**config.mk**
```make
export PLATFORM = sky130hd
export DESIGN_NAME = dec_3
export DESIGN_NICKNAME = d
export VERILOG_FILES = /design/src/rtl/dec_3_pkg.sv /design/src/rtl/dec_3_mac.sv /design/src/rtl/dec_3.sv
export SDC_FILE = /design/constraint.sdc
export NUM_CORES = 1
export LEC_CHECK = 0
export CORE_UTILIZATION = 47
export DETAILED_ROUTE_END_ITERATION = 8
export HOLD_SLACK_MARGIN = 0.06
export PLACE_DENSITY = 0.69
export SYNTH_ARGS = -nofsm -noshare
export SYNTH_HDL_FRONTEND = slang
export SYNTH_SLANG_ARGS = --single-unit
```
**constraint.sdc**
```tcl
create_clock -name clk -period 15.75 [get_ports clk]
set_input_delay 3.15 -clock clk [delete_from_list [all_inputs] [get_ports clk]]
set_output_delay 3.15 -clock clk [all_outputs]
set_load 0.02 [all_outputs]
```
**src/rtl/dec_3_pkg.sv**
```systemverilog
// Shared definitions for the dec_3 decoder layer: default fixed-point format
// and the controller state encoding.
package dec_3_pkg;

  localparam int unsigned DefBitsize  = 16;
  localparam int unsigned DefFracBits = 10;
  localparam int unsigned DefNIn      = 6;
  localparam int unsigned IdxWidth    = 3;

  typedef enum logic [1:0] {
    StIdle = 2'd0,
    StMac  = 2'd1,
    StOut  = 2'd2
  } state_e;

endpackage

```
**src/rtl/dec_3_mac.sv**
```systemverilog
// Combinational fixed-point multiply-accumulate: sum = acc + ((a * b) >>> FracBits),
// with the product truncated and the sum wrapped to Width bits.
module dec_3_mac #(
  parameter int unsigned Width    = 16,
  parameter int unsigned FracBits = 10
) (
  input  logic [Width-1:0] acc_i,
  input  logic [Width-1:0] a_i,
  input  logic [Width-1:0] b_i,
  output logic [Width-1:0] sum_o
);

  logic signed [2*Width-1:0] a_ext;
  logic signed [2*Width-1:0] b_ext;
  logic signed [2*Width-1:0] prod;
  logic        [Width-1:0]   prod_scaled;

  assign a_ext = {{Width{a_i[Width-1]}}, a_i};
  assign b_ext = {{Width{b_i[Width-1]}}, b_i};
  assign prod  = a_ext * b_ext;

  // Arithmetic shift floors toward minus infinity; no rounding or saturation.
  assign prod_scaled = Width'(prod >>> FracBits);
  assign sum_o       = acc_i + prod_scaled;

endmodule

```
**src/rtl/dec_3.sv**
```systemverilog
// Sequential 1x6 decoder layer: y = b + sum(w[i]*x[i]) using one shared MAC over
// six cycles, with valid/ready handshakes on input and output.
module dec_3
  import dec_3_pkg::*;
#(
  parameter int unsigned BITSIZE   = DefBitsize,
  parameter int unsigned FRAC_BITS = DefFracBits,
  parameter int unsigned N_IN      = DefNIn
) (
  input  logic                    clk,
  input  logic                    reset,
  input  logic                    in_valid,
  output logic                    in_ready,
  input  logic [BITSIZE*N_IN-1:0] x,
  input  logic [BITSIZE*N_IN-1:0] w,
  input  logic [BITSIZE-1:0]      b,
  output logic                    out_valid,
  input  logic                    out_ready,
  output logic [BITSIZE-1:0]      y
);

  localparam logic [IdxWidth-1:0] LastIdx = IdxWidth'(N_IN - 1);

  state_e                         state_q, state_d;
  logic [IdxWidth-1:0]            idx_q, idx_d;
  logic [N_IN-1:0][BITSIZE-1:0]   x_q, x_d;
  logic [N_IN-1:0][BITSIZE-1:0]   w_q, w_d;
  logic [BITSIZE-1:0]             acc_q, acc_d;
  logic [BITSIZE-1:0]             y_q, y_d;
  logic [BITSIZE-1:0]             mac_sum;

  dec_3_mac #(
    .Width    (BITSIZE),
    .FracBits (FRAC_BITS)
  ) u_mac (
    .acc_i (acc_q),
    .a_i   (w_q[idx_q]),
    .b_i   (x_q[idx_q]),
    .sum_o (mac_sum)
  );

  always_comb begin
    state_d = state_q;
    idx_d   = idx_q;
    x_d     = x_q;
    w_d     = w_q;
    acc_d   = acc_q;
    y_d     = y_q;
    unique case (state_q)
      StIdle: begin
        if (in_valid) begin
          x_d     = x;
          w_d     = w;
          acc_d   = b;
          idx_d   = '0;
          state_d = StMac;
        end
      end
      StMac: begin
        acc_d = mac_sum;
        idx_d = idx_q + 1'b1;
        if (idx_q == LastIdx) begin
          y_d     = mac_sum;
          idx_d   = '0;
          state_d = StOut;
        end
      end
      StOut: begin
        if (out_ready) begin
          state_d = StIdle;
        end
      end
      default: begin
        state_d = StIdle;
      end
    endcase
  end

  always_ff @(posedge clk or negedge reset) begin
    if (!reset) begin
      state_q <= StIdle;
      idx_q   <= '0;
      x_q     <= '0;
      w_q     <= '0;
      acc_q   <= '0;
      y_q     <= '0;
    end else begin
      state_q <= state_d;
      idx_q   <= idx_d;
      x_q     <= x_d;
      w_q     <= w_d;
      acc_q   <= acc_d;
      y_q     <= y_d;
    end
  end

  // Handshake flags come from registered state only.
  assign in_ready  = (state_q == StIdle);
  assign out_valid = (state_q == StOut);
  assign y         = y_q;

endmodule

```
======== After elaboration in Yosys (flattened, before gate mapping) ========
Index checks and enable logic that the tools add are counted.
word-level totals
  bits of input ports ..................... 212
  register bits after elaboration ......... 229
cells by class
  add/subtract/negate cells ............... 2
  reduce and logical (&&, ||, !) cells .... 6
  mux-type cells .......................... 13
  equality and inequality tests ........... 6
  multiply operators ...................... 1
  order comparisons ....................... 1
operators with widths
  cell                                                                          count
  16-bit binary-select mux with 3-bit select                                    2
  16-bit 2-to-1 mux                                                             3
  16-bit case mux with 2 select lines                                           1
  16-bit by 16-bit multiplier with 26-bit output                                1
  16-bit adder                                                                  1
  2-bit 2-to-1 mux                                                              3
  3-bit 2-to-1 mux                                                              2
  2-bit case mux with 3 select lines                                            1
  3-bit case mux with 2 select lines                                            1
  2-bit AND reduction                                                           3
  3-bit by 4-bit less-than comparator with 1-bit output, second input constant  1
  2-bit != test, second input constant                                          2
  3-bit by 1-bit adder with 3-bit output, second input constant                 1
  3-bit equality test, second input constant                                    1
  3-bit AND reduction                                                           1
  2-bit by 1-bit equality test with 1-bit output, second input constant         1
  2-bit equality test, second input constant                                    1
  2-bit zero test                                                               1
  2-bit by 1-bit != test with 1-bit output, second input constant               1
  2-bit nonzero test                                                            1

======== Longest topological paths before layout ========
  depth after elaboration ................. 5
  mapped depth ............................ 41
  gate-level depth less buffers ........... 36

======== Cells and area by module ========
A second synthesis with hierarchy kept.
unflattened totals
  cells, all modules ...................... 1719
  area total of the unflattened synthesis .. 19995.4 um^2
modules (own cells, without submodules)
  module     cells each  area each (um^2)  sequential area each (um^2)  instances
  dec_3      737         11294.6           5730.5                       1
  dec_3_mac  982         8700.8            0.0                          1

======== Worst setup path after synthesis ========
OpenSTA, ideal clock, no wires.
  path kind ............................... flip-flop to flip-flop
  start point ............................. register idx_q[0]
  end point ............................... register acc_q[15]
  arrival ................................. 8.524 ns
  required time ........................... 15.623 ns
  path buffers ............................ 5
  library setup time ...................... 0.127 ns
  cell stages (with the launch flop) ...... 40
  clock period less this slack ............ 8.651 ns
  setup slack ............................. 7.099 ns
  cells stage by stage .................... dfrtp_1 > buf_6 > buf_12 > buf_4 > buf_2 > mux4_2 > a21oi_1 > clkbuf_1 > nor2_1 > fa_1 > inv_1 > fa_1 > inv_1 > ha_1 > inv_1 > fa_1 > inv_1 > fa_1 > (+4 left out) > a21o_1 > a21o_1 > a21o_1 > a21oi_1 > o21ai_0 > a211oi_4 > o21bai_1 > a21oi_1 > xnor2_1 > ha_1 > nand2_1 > o21ai_0 > a21oi_1 > o21ai_0 > a221oi_1 > xnor2_1 > xnor2_1 > a21oi_1
on the way
  word-level cells in the longest chain between the ends .. 5
  elaborated cells between the ends (all ways) .. 7
  those cells by class .................... add/sub: 1; mul: 1; mux: 5
RTL lines
  element                                                        RTL line                  RTL
  start, declared                                                dec_3.sv:25               logic [IdxWidth-1:0] idx_q, idx_d;
  start signal, assigned                                         dec_3.sv:89               idx_q <= idx_d;
  16-bit binary-select mux with 3-bit select (on tied branches)  dec_3.sv:37, dec_3.sv:38
  16-bit 2-to-1 mux (on tied branches)                           dec_3.sv:37, dec_3.sv:38
  16-bit by 16-bit multiplier with 26-bit output (*)             dec_3_mac.sv:20           assign prod = a_ext * b_ext;
  16-bit adder (*)                                               dec_3_mac.sv:24           assign sum_o = acc_i + prod_scaled;
  16-bit case mux with 2 select lines (*)                        dec_3.sv:49               unique case (state_q)
  end signal, assigned                                           dec_3.sv:85               acc_q <= '0;
  end signal, assigned                                           dec_3.sv:92               acc_q <= acc_d;
  end, declared                                                  dec_3.sv:28               logic [BITSIZE-1:0] acc_q, acc_d;
Every way passes the cells marked *; elsewhere a longest branch is shown, timed or not. The select of a mux whose other input is x is not followed.
A chain may end at the register's enable or synchronous reset.

======== Worst setup path in the final report ========
  start point ............................. register idx_q[0]
  end point ............................... register y_q[14] (netlist: y[14])
on the way
  word-level cells in the longest chain between the ends .. 4
  elaborated cells between the ends (all ways) .. 8
  those cells by class .................... add/sub: 1; mul: 1; eq/ne: 1; mux: 4; reduce/logical: 1
RTL lines
  element                                                        RTL line                  RTL
  16-bit binary-select mux with 3-bit select (on tied branches)  dec_3.sv:37, dec_3.sv:38
  16-bit 2-to-1 mux (on tied branches)                           dec_3.sv:37, dec_3.sv:38
  16-bit by 16-bit multiplier with 26-bit output                 dec_3_mac.sv:20
  16-bit adder                                                   dec_3_mac.sv:24
  end signal, assigned                                           dec_3.sv:93               y_q <= y_d;
  end, declared                                                  dec_3.sv:29               logic [BITSIZE-1:0] y_q, y_d;
Several ways; a longest one is shown, not always the timed one. The select of a mux whose other input is x is not followed.

==> impl_metrics.xml <==
<?xml version="1.0" encoding="UTF-8"?>
<metrics>
  <group name="place">
    <metric name="pre_cts_slack" unit="ns">5.80</metric>
    <metric name="finalWeightedCongestion" unit="">0.937</metric>
    <metric name="hpwlAfterDp" unit="µm">40600</metric>
    <metric name="placed_instance_area" unit="µm²">21500</metric>
    <metric name="post-place-cells" unit="">2397</metric>
    <metric name="io_buffer_count" unit="">229</metric>
  </group>
  <group name="logic_synthesis">
    <metric name="synthTopCellsByArea" unit="">sky130_fd_sc_hd__dfrtp_1, sky130_fd_sc_hd__fa_1, sky130_fd_sc_hd__mux2_2</metric>
    <metric name="synth-edff-count" unit="">0</metric>
    <metric name="postSynthRegisterBits" unit="">229</metric>
    <metric name="synth-async-reset-ratio" unit="">1.00</metric>
    <metric name="sequential_cell_area_fraction_in_the_yosys_report" unit="">0.306</metric>
    <metric name="ys.flop_type" unit="">sky130_fd_sc_hd__dfrtp_1</metric>
    <metric name="synth_area_per_cell" unit="µm²">11.1</metric>
    <metric name="synth.yosys.warnings" unit="">0</metric>
    <metric name="net_count_of_the_mapped_netlist" unit="">2204</metric>
    <metric name="instance_count_of_the_mapped_netlist" unit="">1695</metric>
    <metric name="netlist_area" unit="µm²">18800</metric>
    <metric name="netlist.area_leader.share" unit="">0.306</metric>
    <metric name="netlist-cell-type-count" unit="">59</metric>
    <metric name="netlist.top_cell.by_area" unit="">sky130_fd_sc_hd__dfrtp_1</metric>
  </group>
  <group name="routing">
    <metric name="drc" unit="">0</metric>
    <metric name="num_vias" unit="">13100</metric>
    <metric name="routed_wire_length_per_instance" unit="µm">20.9</metric>
    <metric name="drt-initial-drc-count" unit="">665</metric>
    <metric name="drt_pre_antenna_iters" unit="">5</metric>
    <metric name="postRouteWirelength" unit="µm">51000</metric>
    <metric name="antenna_left" unit="">0</metric>
    <metric name="post_drt_via_cell_ratio" unit="">5.37</metric>
  </group>
  <group name="sta">
    <metric name="setup_viol" unit="">0</metric>
    <metric name="finalWorstPathRequiredPeriod" unit="ns">10.14</metric>
    <metric name="fin_skew" unit="ns">0.0388</metric>
    <metric name="fin_tns_setup" unit="ns">0</metric>
    <metric name="post-route-period-util" unit="">0.644</metric>
    <metric name="report.final.slew_viol_count" unit="">0</metric>
    <metric name="tightestPinTransition" unit="ns">1.10</metric>
    <metric name="max_freq" unit="MHz">98.6</metric>
    <metric name="grt_setup_unrepaired" unit="">false</metric>
    <metric name="finalHoldViolCount" unit="">0</metric>
    <metric name="worst_slack" unit="ns">5.61</metric>
    <metric name="maxSlewHeadroom" unit="">0.268</metric>
  </group>
  <group name="cts">
    <metric name="clock_insertion_delay_at_the_later_pin_of_the_skew_report" unit="ns">0.56</metric>
    <metric name="numClockSinks" unit="">229</metric>
    <metric name="number_of_gates_resized_after_cts" unit="">0</metric>
    <metric name="cts_made_buffers" unit="">25</metric>
    <metric name="cts_tree" unit="">built</metric>
    <metric name="cts_htree_levels" unit="">1</metric>
    <metric name="clockRootBuffer" unit="">sky130_fd_sc_hd__clkbuf_16</metric>
    <metric name="clk_path_buf_depth" unit="">3</metric>
    <metric name="clk_transition_reported_paths" unit="ns">0.06</metric>
    <metric name="postCtsHoldBufs" unit="">0</metric>
    <metric name="post_cts_setup_buffer_count" unit="">0</metric>
  </group>
  <group name="critical_path">
    <metric name="critical_path_s_largest_stage_delay" unit="ns">0.78</metric>
    <metric name="cpLargestDelayFamily" unit="">compound AO/OA/AOI/OAI gates</metric>
    <metric name="endpoint_arrival_time_on_the_critical_path" unit="ns">10.54</metric>
    <metric name="critical_path.startpoint_type" unit="">register</metric>
    <metric name="element_type_at_the_critical_path_end" unit="">register</metric>
    <metric name="critical_path.n_buffers_inverters" unit="">5</metric>
    <metric name="timing.critical_path.fanout_max" unit="">53</metric>
    <metric name="worstPathRequired" unit="ns">16.14</metric>
    <metric name="timing.critical_path.slowest_stage_cell" unit="">sky130_fd_sc_hd__buf_4</metric>
    <metric name="worst_path_most_repeated_cell" unit="">sky130_fd_sc_hd__fa_1</metric>
    <metric name="timing.setup.critical_path_class" unit="">reg2reg</metric>
  </group>
  <group name="finish">
    <metric name="final_cell_count_no_fill" unit="">2443</metric>
    <metric name="post_route_cells_drive_above_1_share" unit="">0.162</metric>
    <metric name="final_design_area_no_fill" unit="µm²">22300</metric>
    <metric name="top_library_cells_by_usage_in_the_layout_fill_and_taps_aside" unit="">sky130_fd_sc_hd__inv_1, sky130_fd_sc_hd__dfrtp_1, sky130_fd_sc_hd__clkdlybuf4s50_1</metric>
    <metric name="footprint_of_the_multi_input_gates" unit="µm²">11600</metric>
    <metric name="n_antenna_cell" unit="">0</metric>
    <metric name="fillers" unit="">3318</metric>
    <metric name="layout.nets" unit="">2415</metric>
    <metric name="area_delta_synth_final" unit="%">19.2</metric>
    <metric name="final-seq-area" unit="µm²">5730</metric>
    <metric name="final_common_cell" unit="">sky130_fd_sc_hd__inv_1</metric>
  </group>
  <group name="global_route">
    <metric name="grt_max_degree" unit="">100</metric>
    <metric name="antenna_found_initial" unit="">5</metric>
    <metric name="first_global_vias" unit="">14000</metric>
    <metric name="grt_first_pass_wirelength" unit="µm">80100</metric>
    <metric name="grtUsageTotal" unit="">0.258</metric>
    <metric name="grt_remaining_overflow" unit="">0</metric>
  </group>
  <group name="die">
    <metric name="dieArea" unit="µm²">40700</metric>
    <metric name="initial_utilization" unit="">0.481</metric>
    <metric name="placeableCoreArea" unit="µm²">39000</metric>
    <metric name="die_y" unit="µm">202</metric>
    <metric name="std_cell_rows" unit="">72</metric>
    <metric name="die_width" unit="µm">202</metric>
    <metric name="io_pins" unit="">230</metric>
  </group>
  <group name="run_status">
    <metric name="outcome" unit="">finished clean</metric>
  </group>
  <group name="job">
    <metric name="cap_viol_max_count" unit="">0</metric>
  </group>
  <group name="min_path">
    <metric name="min_path_type" unit="">reg2reg</metric>
  </group>
</metrics>
-- worst register-to-register path: cells and delay by family (launching register included) --
| family | cells | cell delay, ns |
|---|---|---|
| compound gates | 13 | 3.35 |
| fa+ha+maj | 9 | 3.28 |
| buf+inv | 5 | 1.21 |
| mux | 1 | 0.72 |
| flops | 1 | 0.65 |
| simple gates | 5 | 0.62 |
| xor+xnor | 1 | 0.18 |
-- cell families (layout without fill, tap and decap cells) --
kind of cell	after synthesis	after routing	share of synthesized area
and+or+nand+nor	340	340	0.0773
adders and majority gates	297	297	0.282
muxes	270	270	0.181
buffers and inverters	355	585	0.0766
AOI/OAI and AO/OA	154	154	0.0533
xor gates and xnor gates	50	50	0.0245
DFF	229	229	0.306
-- sequential cells by signal, indices dropped and copies added (netlist names) --
signal / cells
w_q: 96
x_q: 96
acc_q: 16
y: 16
idx_q: 3
state_q: 2
-- layer usage --
layer / part of all wire / global-route usage / wire [µm] / vias up
met2: 0.47 / 0.419 / 24000 / 436
li1: - / - / - / 5867
met1: 0.42 / 0.339 / 21300 / 6706
met5: 0.0014 / 0 / 69 / -
met3: 0.072 / 0.0583 / 3650 / 101
met4: 0.037 / 0.0906 / 1910 / 10
-- final cells by class --
cell class                 instances  area share
sequential                       229       0.257
tap                              518      0.0290
timing repair buffer             256       0.112
clock inverter                     8     0.00263
inverter                         283      0.0475
clock buffer                      38      0.0338
multi-input combinational       1111       0.519
-- synthesized netlist by cell type (all sizes together) (32+ instances only) --
master and instances:
a21oi 40, mux2i 33, mux4 32, dfrtp 229, mux2 205, o21ai 46, fa 209, nand2 142
xnor2 39, ha 88, nor2 130, inv 283, clkbuf 53
-- worst paths after layout --
| path | from | end | slack [ns] | depth (start not counted) |
|---|---|---|---|---|
| setup / recovery | idx_q[0] | y[14] | 5.61 | 34 |
| hold / removal | y[9] | y[9] | 0.48 | 2 |
| setup reg to reg | idx_q[0] | y[14] | 5.61 | 34 |
| hold reg to reg | y[9] | y[9] | 0.48 | 2 |
| max in group asynchronous | reset | idx_q[0] | 10.89 | 3 |
| min in group asynchronous | reset | x_q[87] | 2.65 | 1 |
-- stage by stage --
stage	hold WS, ns	utilization
2_1_floorplan	0.453	-
3_3_place_gp	0.466	0.552
3_5_place_dp	0.472	0.552
4_1_cts	0.486	0.573
5_1_grt	0.508	0.573
6_report	0.485	0.573
Power is left out: the tool's default activity adds up to more than one toggle a clock period on the data nets, which glitch-free logic cannot reach.
